**config.mk**
```make
export PLATFORM = sky130hd
export DESIGN_NAME = pattern_scan_ctrl
export DESIGN_NICKNAME = d
export VERILOG_FILES = /design/src/rtl/pattern_scan_pkg.sv /design/src/rtl/bit_pattern_matcher.sv /design/src/rtl/pattern_scan_ctrl.sv
export SDC_FILE = /design/constraint.sdc
export NUM_CORES = 1
export LEC_CHECK = 0
export BUFFER_PORTS_ARGS = -buffer_cell sky130_fd_sc_hd__buf_2
export CAP_MARGIN = 40
export CORE_MARGIN = 5
export CORE_UTILIZATION = 36
export DETAILED_ROUTE_END_ITERATION = 10
export GPL_TIMING_DRIVEN = 0
export SETUP_SLACK_MARGIN = 0.02
export SLEW_MARGIN = 20
export SYNTH_ARGS = -nofsm -noshare
export SYNTH_HDL_FRONTEND = slang
export SYNTH_SLANG_ARGS = --single-unit
```
**constraint.sdc**
```tcl
create_clock -name clk -period 2 [get_ports clk]
set_input_delay 0.6 -clock clk [delete_from_list [all_inputs] [get_ports clk]]
set_output_delay 0.6 -clock clk [all_outputs]
set_load 0.005 [all_outputs]
```
**src/rtl/pattern_scan_pkg.sv**
```systemverilog
// Shared constants for the pattern scan controller: FSM encoding and default widths.
package pattern_scan_pkg;

   localparam logic [1:0] ST_IDLE  = 2'd0;
   localparam logic [1:0] ST_LOAD  = 2'd1;
   localparam logic [1:0] ST_SHIFT = 2'd2;
   localparam logic [1:0] ST_FIN   = 2'd3;

   localparam int DATA_W_DEF = 8;
   localparam int PAT_W_DEF  = 3;
   localparam int CNT_W_DEF  = 16;

   // Bits needed for a fill counter that saturates at n.
   function automatic int fill_width(input int n);
      return $clog2(n + 1);
   endfunction

endpackage

```
**src/rtl/bit_pattern_matcher.sv**
```systemverilog
// Serial PAT_W-bit pattern matcher; match is combinational on the bit being fed.
module bit_pattern_matcher
   import pattern_scan_pkg::*;
#(
   parameter int PAT_W = PAT_W_DEF
) (
   input  logic             clk,
   input  logic             rst,
   input  logic             clr,
   input  logic             bit_vld,
   input  logic             bit_in,
   input  logic [PAT_W-1:0] pattern,
   input  logic             overlap,
   output logic             match
);

   localparam int                FILL_W    = fill_width(PAT_W);
   localparam logic [FILL_W-1:0] FILL_FULL = FILL_W'(PAT_W);

   logic [PAT_W-1:0]  hist;
   logic [PAT_W-1:0]  hist_nxt;
   logic [FILL_W-1:0] fill;
   logic [FILL_W-1:0] fill_nxt;

   always_comb begin
      hist_nxt = {hist[PAT_W-2:0], bit_in};
      fill_nxt = (fill == FILL_FULL) ? FILL_FULL : fill + FILL_W'(1);
      match    = bit_vld && (fill_nxt == FILL_FULL) && (hist_nxt == pattern);
   end

   // Non-overlap mode restarts the fill so the next match needs PAT_W fresh bits.
   always_ff @(posedge clk) begin
      if (rst || clr) begin
         hist <= '0;
         fill <= '0;
      end else if (bit_vld) begin
         hist <= hist_nxt;
         fill <= (match && !overlap) ? '0 : fill_nxt;
      end
   end

endmodule

```
**src/rtl/pattern_scan_ctrl.sv**
```systemverilog
// Job controller: accepts words on a valid/ready stream, serialises them MSB-first
// through the pattern matcher and counts matches per job.
//
//   state | meaning
//   IDLE  | waiting for start; match_count holds last job's result
//   LOAD  | s_ready high, waiting for the next word
//   SHIFT | one bit per clock into the matcher
//   FIN   | done pulse, back to IDLE
module pattern_scan_ctrl
   import pattern_scan_pkg::*;
#(
   parameter int DATA_W = DATA_W_DEF,
   parameter int PAT_W  = PAT_W_DEF,
   parameter int CNT_W  = CNT_W_DEF
) (
   input  logic              clk,
   input  logic              rst,
   input  logic              start,
   input  logic [CNT_W-1:0]  job_len,
   input  logic [PAT_W-1:0]  cfg_pattern,
   input  logic              cfg_overlap,
   input  logic              s_valid,
   input  logic [DATA_W-1:0] s_data,
   output logic              s_ready,
   output logic              match_pulse,
   output logic [CNT_W-1:0]  match_count,
   output logic              busy,
   output logic              done
);

   localparam int               IDX_W    = $clog2(DATA_W);
   localparam logic [IDX_W-1:0] IDX_LAST = IDX_W'(DATA_W - 1);
   localparam logic [CNT_W-1:0] CNT_MAX  = '1;

   logic [1:0]        state;
   logic [CNT_W-1:0]  words_left;
   logic [DATA_W-1:0] word_q;
   logic [IDX_W-1:0]  bit_idx;
   logic [PAT_W-1:0]  pattern_q;
   logic              overlap_q;
   logic              start_job;
   logic              bit_vld;
   logic              match;

   assign s_ready   = (state == ST_LOAD);
   assign busy      = (state != ST_IDLE);
   assign done      = (state == ST_FIN);
   assign start_job = (state == ST_IDLE) && start;
   assign bit_vld   = (state == ST_SHIFT);

   bit_pattern_matcher #(
      .PAT_W (PAT_W)
   ) u_matcher (
      .clk     (clk),
      .rst     (rst),
      .clr     (start_job),
      .bit_vld (bit_vld),
      .bit_in  (word_q[DATA_W-1]),
      .pattern (pattern_q),
      .overlap (overlap_q),
      .match   (match)
   );

   always_ff @(posedge clk) begin
      if (rst) begin
         state       <= ST_IDLE;
         words_left  <= '0;
         word_q      <= '0;
         bit_idx     <= '0;
         pattern_q   <= '0;
         overlap_q   <= 1'b0;
         match_pulse <= 1'b0;
         match_count <= '0;
      end else begin
         match_pulse <= match;
         if (match && (match_count != CNT_MAX))
            match_count <= match_count + CNT_W'(1);
         case (state)
            ST_IDLE: begin
               if (start) begin
                  pattern_q   <= cfg_pattern;
                  overlap_q   <= cfg_overlap;
                  words_left  <= job_len;
                  match_count <= '0;
                  state       <= (job_len == '0) ? ST_FIN : ST_LOAD;
               end
            end
            ST_LOAD: begin
               if (s_valid) begin
                  word_q     <= s_data;
                  bit_idx    <= '0;
                  words_left <= words_left - CNT_W'(1);
                  state      <= ST_SHIFT;
               end
            end
            // word_q shifts left so its MSB is always the bit being fed.
            ST_SHIFT: begin
               word_q  <= word_q << 1;
               bit_idx <= bit_idx + IDX_W'(1);
               if (bit_idx == IDX_LAST)
                  state <= (words_left == '0) ? ST_FIN : ST_LOAD;
            end
            ST_FIN:  state <= ST_IDLE;
            default: state <= ST_IDLE;
         endcase
      end
   end

endmodule
```
==> Word-level counts from Yosys, hierarchy flattened <==
Cells that the tools add are included.
{ "word_totals": {"reg_bits": 54, "input_bits": 32, "output_inout_bits": 20} }
{ "classes": {"mux": 18, "eq_ne": 11, "add_sub_neg": 4, "reduce_logical": 17} }
{ "ops": {"columns": ["operator", "n"], "rows": [
  ["$mux W16", 5],
  ["$logic_not A16 Y1", 2],
  ["$pmux W16 S2", 1],
  ["$add A16 B1 Y16 const B", 1],
  ["$ne A16 B16 Y1 const B", 1],
  ["$pmux W8 S2", 1],
  ["$sub A16 B1 Y16 const B", 1],
  ["$mux W2", 7],
  ["$eq A2 B2 Y1 const B", 4],
  ["$mux W8", 1],
  ["$pmux W2 S4", 1],
  ["$ne A2 B2 Y1 const B", 3],
  ["$pmux W3 S2", 1],
  ["$reduce_and A3 Y1", 2],
  ["$reduce_bool A2 Y1", 3],
  ["$logic_and A1 B1 Y1", 5],
  ["$reduce_and A2 Y1", 2],
  ["$add A3 B1 Y3 const B", 1],
  ["$eq A3 B3 Y1", 1],
  ["$eq A3 B3 Y1 const B", 1],
  ["$mux W3", 1],
  ["$add A2 B1 Y2 const B", 1],
  ["$eq A2 B1 Y1 const B", 1],
  ["$logic_not A2 Y1", 1],
  ["2 further kinds", 2]
]} }

==> Longest topological paths before layout <==
Gate-level depths: netlist of the first run.
{ "logic_depth": {"depth_word": 9, "ltp_mapped": 7, "ltp_nobuf": 6} }

==> Cells and area by module <==
Synthesis of the first run repeated with hierarchy kept, for this count alone.
{ "unflattened": {"hier_cells": 363, "area_unflattened_um2": 2879.0} }
{ "modules_own_cells": {"columns": ["module", "cells_each", "n_inst", "seq_area_each_um2", "area_each_um2"], "rows": [
  ["pattern_scan_ctrl", 342, 1, 1001.0, 2683.8],
  ["bit_pattern_matcher", 21, 1, 80.1, 195.2]
]} }

==> Worst setup path after synthesis of the first run <==
No wires, ideal clock.
{ "synth_timing": {"path_kind": "register -> register", "start": "register words_left[0]", "end": "register words_left[12]", "setup_slack_ns": 0.023, "stages_incl_launch_ff": 7, "path_buffers": 0, "arrival_time_ns": 1.902, "setup_time_ns": 0.074, "synth_period_minus_slack_ns": 1.977, "cell_sequence": "dfxtp_1 inv_1 ha_1 nor4b_1 nand2_1 or4_2 a31oi_1"} }
{ "synth_between": {"elab_chain_len": 3} }
{ "synth_lines": {"columns": ["element", "line", "rtl"], "rows": [
  ["start: declaration", "pattern_scan_ctrl.sv:36", "logic [CNT_W-1:0] words_left;"],
  ["start signal: assignment", "pattern_scan_ctrl.sv:83", "words_left <= job_len;"],
  ["start signal: assignment", "pattern_scan_ctrl.sv:92", "words_left <= words_left - CNT_W'(1);"],
  ["$sub A16 B1 Y16", "pattern_scan_ctrl.sv:92", null],
  ["$mux W16", "pattern_scan_ctrl.sv:89", "if (s_valid) begin"],
  ["$pmux W16 S2", "pattern_scan_ctrl.sv:78", "case (state)"]
]} }
Every way passes these cells. The select of a mux whose other input is x is not followed.
A chain may end at the register's enable or synchronous reset.

==> Final worst setup path of the first run <==
{ "layout_timing": {"start": "register words_left[9]", "end": "register state[1]"} }
{ "layout_between": {"elab_chain_len": 4} }
{ "layout_lines": {"columns": ["element", "line", "rtl"], "rows": [
  ["$logic_not A16 Y1", "pattern_scan_ctrl.sv:101", "state <= (words_left == '0) ? ST_FIN : ST_LOAD;"],
  ["$mux W2", "pattern_scan_ctrl.sv:101", null],
  ["$mux W2", "pattern_scan_ctrl.sv:100", "if (bit_idx == IDX_LAST)"],
  ["$pmux W2 S4", "pattern_scan_ctrl.sv:78", null],
  ["end signal: assignment", "pattern_scan_ctrl.sv:85", "state <= (job_len == '0) ? ST_FIN : ST_LOAD;"],
  ["end signal: assignment", "pattern_scan_ctrl.sv:101", null],
  ["end: declaration", "pattern_scan_ctrl.sv:35", "logic [1:0] state;"]
]} }
Every way passes these cells. The select of a mux whose other input is x is not followed.

==> results of run 1 <==
[area by class of cell]
type                    count  area, um^2  share of cell area [%]
multi-input cells         286        1893                   49.35
flip-flops and latches     54        1095                   28.54
repair buffers             74       454.2                   11.84
plain buffers              24       145.1                   3.783
well taps                 105       131.4                   3.425
clock buffers               6       82.58                   2.153
inverters                   5       18.77                  0.4892
clock inverters             2       16.27                  0.4240
[Yosys cell counts (all sizes together) (4+ instances only)]
library cell | instances | area (um^2)
a2bb2oi | 4 | 35.03
dfxtp | 54 | 1081
nand2 | 28 | 105.1
inv | 5 | 18.77
o211ai | 4 | 30.03
or2 | 4 | 25.02
o31ai | 6 | 45.04
nor3b | 5 | 42.54
clkbuf | 24 | 90.09
nand3 | 21 | 105.1
a311oi | 9 | 78.83
or4 | 14 | 110.1
a31oi | 5 | 31.28
o21ai | 10 | 50.05
and4 | 4 | 35.03
nor2b | 6 | 37.54
a211oi | 4 | 30.03
o31a | 4 | 37.54
nand4 | 9 | 56.30
nand2b | 8 | 50.05
nor2 | 28 | 105.1
a21oi | 35 | 175.2
mux2i | 8 | 80.08
ha | 4 | 50.05
or3 | 8 | 57.55
nor4 | 13 | 81.33
nor3 | 6 | 30.03
[flip-flops by register name, indices dropped and copies added (netlist names)]
name and count:
bit_idx 3, match_count 16, match_pulse 1, overlap_q 1, pattern_q 3, state 2
u_matcher.fill 2, u_matcher.hist 2, word_q 8, words_left 16
[metrics by stage]
| stage | TNS [ns] | hold WS (ns) | total power, uW | worst slack [ns] |
|---|---|---|---|---|
| floorplan | 0 | 0.4488 | 1522 | 0.02350 |
| global placement | -10.95 | 0.4617 | 1667 | -0.5640 |
| detailed placement | -11.88 | 0.4645 | 1672 | -0.5834 |
| CTS | -0.1320 | 0.4795 | 2428 | -0.04234 |
| global route | -0.09746 | 0.5169 | 2581 | -0.04086 |
| finish | -0.004012 | 0.4795 | 2447 | -0.004012 |
[layer usage]
metal / share of wire, % / vias to the layer above / track usage (%)
li1: - / 1575 / -
met5: 0 / - / 0
met1: 45 / 1485 / 23.45
met3: 6.8 / 11 / 3.237
met2: 47 / 122 / 29.68
met4: 1.2 / 0 / 4.192
[placed cells by master (no fill, tap or decap), drive strengths merged, types with 9 or more instances in the layout]
cell type / count
clkbuf: 26
a21oi: 35
nor4: 13
buf: 78
or4: 14
nor2: 28
nand3: 21
a311oi: 9
nand4: 9
o21ai: 10
nand2: 28
dfxtp: 54
[how the worst max path moves through the flow]
stage / from / end / slack (ns) / cells after the start
after floorplan: words_left[0] / words_left[12] / 0.02 / 6
after global placement: start / match_count[11] / -0.56 / 6
after detailed placement: start / match_count[12] / -0.58 / 6
after CTS: words_left[9] / state[1] / -0.04 / 4
after global routing: words_left[9] / state[1] / -0.04 / 4
final: words_left[9] / state[1] / -0.004 / 4
[logic make-up (layout without fill, tap and decap cells)]
group                    after synthesis  count (layout)  synth area share, %
multiplexers                           9               9                3.034
AO/OA/AOI/OAI                        101             101                22.86
buffers and inverters                 31             111                3.866
flip-flops                            54              54                35.91
AND/OR/NAND/NOR                      168             168                31.50
adder cells (fa/ha/maj)                4               4                1.663
XOR/XNOR                               4               4                1.164
[what timing repair did]
action,in CTS,in global routing
gates resized for setup,42,13
pin swaps,6,6
buffers inserted,10,13
setup endpoints to repair,37,31
[power groups by stage]
stage	Combinational (uW)	Sequential, uW	Clock [uW]
final	588	1190	665
after global routing	645	1200	732
after CTS	545	1190	689
after detailed placement	460	1210	0
after global placement	456	1210	0
after floorplan	325	1200	0
[worst max-delay path: cells and delay by family (launching register included)]
family,cells,cell delay (ns)
compound gates,1,0.24
flops,1,0.36
simple gates,3,1.33
==> results.md, run 1 <==
- Result of the run: finished, violations left
- Violated checks: negative setup slack
- Synth warn: 0
- Max-slew violation count: 0
- Vias: 3193
- Critical-path top delay cell: or4_4
- CP required: 2.22 ns
- Max-cap violations: 0
- Cts hold-fix bufs: 0
- Final setup violation count: 1
- DP Cell Count: 527
- RSZ-0062 raised after global routing: yes
- Worst-Skew Late Latency: 0.31 ns
- WL/cell: 16.31 um
- Row count: 33
- Routability cong.: 0.9199
- Sw frac: 30.39%
- ANT nets after route: 0
- Setup ws final: -0.004012 ns
- Maximum fanout along the worst path: 6
- Initial antenna violation count: 0
- Internal power: 1703 uW
- Syn Nets: 407
- Initial core utilization: 36.82%
- Number of cells on the worst reg-to-reg path: 4
- Startpoint type of the worst setup path: register
- Min-delay src: u_matcher.hist[1]
- Post-route cell area: 3836 um^2
- Diode count: 0
- Worst hold path type: register to register
- # nets final: 486
- R2r endpoint: state[1]
- Finished Core Util: 46.92%
- Seq cells post-synth: 54
- Die Wd: 101.4 um
- Clk pin slew, worst setup/hold paths: 0.10 ns
- 1st-iter DRT viols: 136
- Clock Power Share: 27.2%
- CTS sink cnt: 54
- Synth unique cells: 58
- CTS HTree Levels: 2
- Max incr delay on CP: 0.53 ns
- CP most frequent cell: or4_4
- Syn-to-layout area delta: 27.43%
- Vias/cell: 5.743
- Seq pwr share: 48.8%
- Worst path cell trace: or4_4 > or3_4 > or4_4 > a221oi_2
- Clock Skew: 0.008563 ns
- Buffers on Ports: 51
- Hold depth: 2
- Final hold vios: 0
- DRC: 0
- Critical Path AT: 2.23 ns
- Post-synthesis average cell area: 8.114 um^2
- Worst Max-Slew Pin Slew: 0.5729 ns
- Category of the most critical setup path: register to register
- Crit Reg-Reg Startpoint: words_left[9]
- Worst VDD drop: 0.0003297 V
- Number of synthesized flops with an enable pin: 0
- Clock Tree Buf Depth: 2
- Die area: 10290 um^2
- First-pass GRT wire length: 14.82 mm
- DR pass1 iterations: 4
- Slew HR: 61.66%
- Post-DP Area: 3397 um^2
- PD cells: 637.9 nW/um^2
- Switching pwr: 743.7 uW
- Gate Count Post-Synth: 371
- Vias in the first global route: 3056
- Final min period: 2.004 ns
- Critical Path Sink Type: register
- Cts bufs inserted: 5
- Core Box Area: 8175 um^2
- Clock root buffer: clkbuf_8
- Period utilization: 100.2%
- # IOs: 52
- Hold endpoint: u_matcher.hist[1]
- Die H: 101.4 um
- LEAKAGE: 0.001434 uW
- GRT Util Overall: 17.65%
- Synthesized area: 3010 um^2
- Final wirelength: 9.071 mm
- CTS tree: built
- Maximum operating frequency: 0.4990 GHz
- Number of fill cells: 831
- Most used DFF post-synth: dfxtp_1
- Largest net degree at the start of global routing: 18
- DP HPWL: 6.405 mm
- Combinational share of power: 24.0%
- Register-to-register setup slack: -0.004 ns
- Register area share after synthesis: 35.91%
- Share of cells above drive strength 1: 27.27%
- GR Overflow Total: 0
- Finished Layout Cells: 556
- Ys async rst share: 0%
(Power assumes the default switching activity.)
==> run 2, diff against run 1 <==
--- a/config.mk
+++ b/config.mk
@@ -6,11 +6,11 @@
 export NUM_CORES = 1
 export LEC_CHECK = 0
 export BUFFER_PORTS_ARGS = -buffer_cell sky130_fd_sc_hd__buf_2
-export CAP_MARGIN = 40
-export CORE_MARGIN = 5
-export CORE_UTILIZATION = 36
+export CAP_MARGIN = 10
+export CORE_UTILIZATION = 51
 export DETAILED_ROUTE_END_ITERATION = 10
 export GPL_TIMING_DRIVEN = 0
+export PLACE_DENSITY = 0.77
 export SETUP_SLACK_MARGIN = 0.02
 export SLEW_MARGIN = 20
 export SYNTH_ARGS = -nofsm -noshare
==> results.md, run 2 (synthesized netlist as in run 1, its figures left out) <==
- Largest net degree at the start of global routing: 19 (+1)
- Finished Core Util: 66.85% (+20 points)
- Violated checks: negative setup slack
- Setup ws final: -0.03107 ns (-0.02705 ns)
- RSZ-0062 raised after global routing: yes
- Buffers on Ports: 51 (unchanged)
- CTS sink cnt: 54 (unchanged)
- Number of fill cells: 492 (-41%)
- CTS tree: built
- # IOs: 52 (unchanged)
- Final hold vios: 0 (unchanged)
- 1st-iter DRT viols: 285 (+110%)
- Category of the most critical setup path: register to register
- Worst Max-Slew Pin Slew: 0.5817 ns (+0.008775 ns)
- Final min period: 2.031 ns (+0.02705 ns)
- Clock Skew: 0.01746 ns (+0.008902 ns)
- # nets final: 481 (-1.0%)
- Row count: 27 (-18%)
- Hold depth: 2 (unchanged)
- DP Cell Count: 494 (-6.3%)
- DP HPWL: 6.026 mm (-5.9%)
- Post-DP Area: 3356 um^2 (-1.2%)
- ANT nets after route: 0 (unchanged)
- Result of the run: finished, violations left
- Commonest non-fill, non-tap cell in the layout: buf_2
- Share of cells above drive strength 1: 26.91% (-0.37 points)
- Maximum fanout along the worst path: 6 (unchanged)
- Die Wd: 78.83 um (-22%)
- Die area: 6214 um^2 (-40%)
- Cts bufs inserted: 5 (unchanged)
- Worst hold path type: register to register
- Worst-Skew Late Latency: 0.32 ns (about the same)
- DRC: 0 (unchanged)
- CTS HTree Levels: 2 (unchanged)
- Post-route cell area: 3749 um^2 (-2.3%)
- Diode count: 0 (unchanged)
- Worst path bufs/invs: 0 (unchanged)
- Number of cells on the worst reg-to-reg path: 4 (unchanged)
- FF/Latch Area: 1096 um^2 (+0.11%)
- Die H: 78.83 um (-22%)
- R2r endpoint: state[1]
- Initial antenna violation count: 0 (unchanged)
- Clock root buffer: clkbuf_8
- CP most frequent cell: or4_4
- Max incr delay on CP: 0.50 ns (-0.03 ns)
- Syn-to-layout area delta: 24.52%
- Initial core utilization: 53.68% (+17 points)
- Area of the multi-input gates: 1904 um^2 (+0.59%)
- LEAKAGE: 0.001399 uW (-2.4%)
- Hold endpoint: u_matcher.hist[1]
- Critical Path Sink Type: register
- Worst VDD drop: 0.0005032 V (+53%)
- Critical-path top delay cell: or4_4
- DR pass1 iterations: 5 (+1)
- Register-to-register setup slack: -0.03 ns (-0.03 ns)
- Max-slew violation count: 0 (unchanged)
- Top delay family on crit path: simple AND/OR/NAND/NOR gates
- GRT Util Overall: 28.59% (+11 points)
- Startpoint type of the worst setup path: register
- Max-cap violations: 0 (unchanged)
- Vias in the first global route: 2932 (-4.1%)
- Slew HR: 61.22% (-0.44 points)
- Final setup violation count: 1 (unchanged)
- Min-delay src: u_matcher.hist[1]
- Critical Path AT: 2.25 ns (+0.02 ns)
- GR Overflow Total: 0 (unchanged)
- Period utilization: 101.6% (+1.4 points)
- Worst path cell trace: or4_4 > or3_4 > or4_4 > a221oi_2
- Most frequent cells in the layout: buf_2 (52), dfxtp_1 (48), a21oi_1 (35), nor2_1 (28), nand2_1 (27)
- Setup tns final: -0.03107 ns (-0.02705 ns)
- CP required: 2.22 ns (about the same)
- Finished Layout Cells: 518 (-6.8%)
- Maximum operating frequency: 0.4924 GHz (-1.3%)
- Clock Tree Buf Depth: 2 (unchanged)
- Top Registers: match_count (16), words_left (16), word_q (8)
- Crit Reg-Reg Startpoint: words_left[10]
- Vias/cell: 6.415 (+12%)
- Routability cong.: 0.9455 (+2.8%)
- First-pass GRT wire length: 14.11 mm (-4.8%)
- Core Box Area: 5608 um^2 (-31%)
- WL/cell: 17.24 um (+5.6%)
- PD cells: 648.1 nW/um^2 (+1.6%)
- Final wirelength: 8.928 mm (-1.6%)
- Vias: 3323 (+4.1%)
- Hold slack: 0.4760 ns (-0.003512 ns)
- Clk pin slew, worst setup/hold paths: 0.12 ns (+0.02 ns)
[run 2: routing by layer]
layer  up-vias  share of wire [%]  global-route usage [%]  routed length, um
li1       1565                  -                       -                  -
met1      1546                 43                   38.41               3874
met2       184                 47                   44.70               4161
met3        28                7.7                   5.402                683
met4         0                2.3                   12.18                208
met5         -                  0                       0                  0
[run 2: power breakdown]
part / total, uW / switching [uW] / internal (uW)
logic: 576 / 304 / 271
clock network: 651 / 397 / 254
registers: 1200 / 69.5 / 1130
[run 2: per-stage QoR]
step	power [uW]	setup WS, ns
floorplan	1522	0.02350
global placement	1658	-0.4990
detailed placement	1669	-0.5149
CTS	2385	-0.07323
global route	2530	-0.06166
finish	2429	-0.03107
[run 2: timing repair]
| action | in CTS | in global routing |
|---|---|---|
| hold buffers | 0 | 0 |
| resized for setup | 39 | 16 |
| endpoints found under the setup margin | 36 | 34 |
| setup buffers | 9 | 8 |
| pin swaps | 5 | 6 |
[run 2: cell type report]
class	count	area share [%]
Clock inverter	3	0.6676
Tap cell	72	2.403
Timing Repair Buffer	68	10.21
Buffer	25	4.339
Inverter	5	0.5007
Sequential cell	54	29.24
Clock buffer	5	1.836
Multi-Input combinational cell	286	50.80
[run 2: how the worst max path moves through the flow]
| stage | start | end | slack (ns) | cells past startpoint |
|---|---|---|---|---|
| 2_1_floorplan | words_left[0] | words_left[12] | 0.02 | 6 |
| 3_3_place_gp | start | match_count[5] | -0.50 | 6 |
| 3_5_place_dp | start | u_matcher.fill[0] | -0.51 | 6 |
| 4_1_cts | words_left[9] | state[1] | -0.07 | 4 |
| 5_1_grt | words_left[8] | state[1] | -0.06 | 4 |
| 6_report | words_left[10] | state[1] | -0.03 | 4 |
[run 2: worst min-delay path, stage by stage, from the launching register on]
cell,delay [ns]
dfxtp_1,0.33
nand2_1,0.06
a21oi_1,0.05
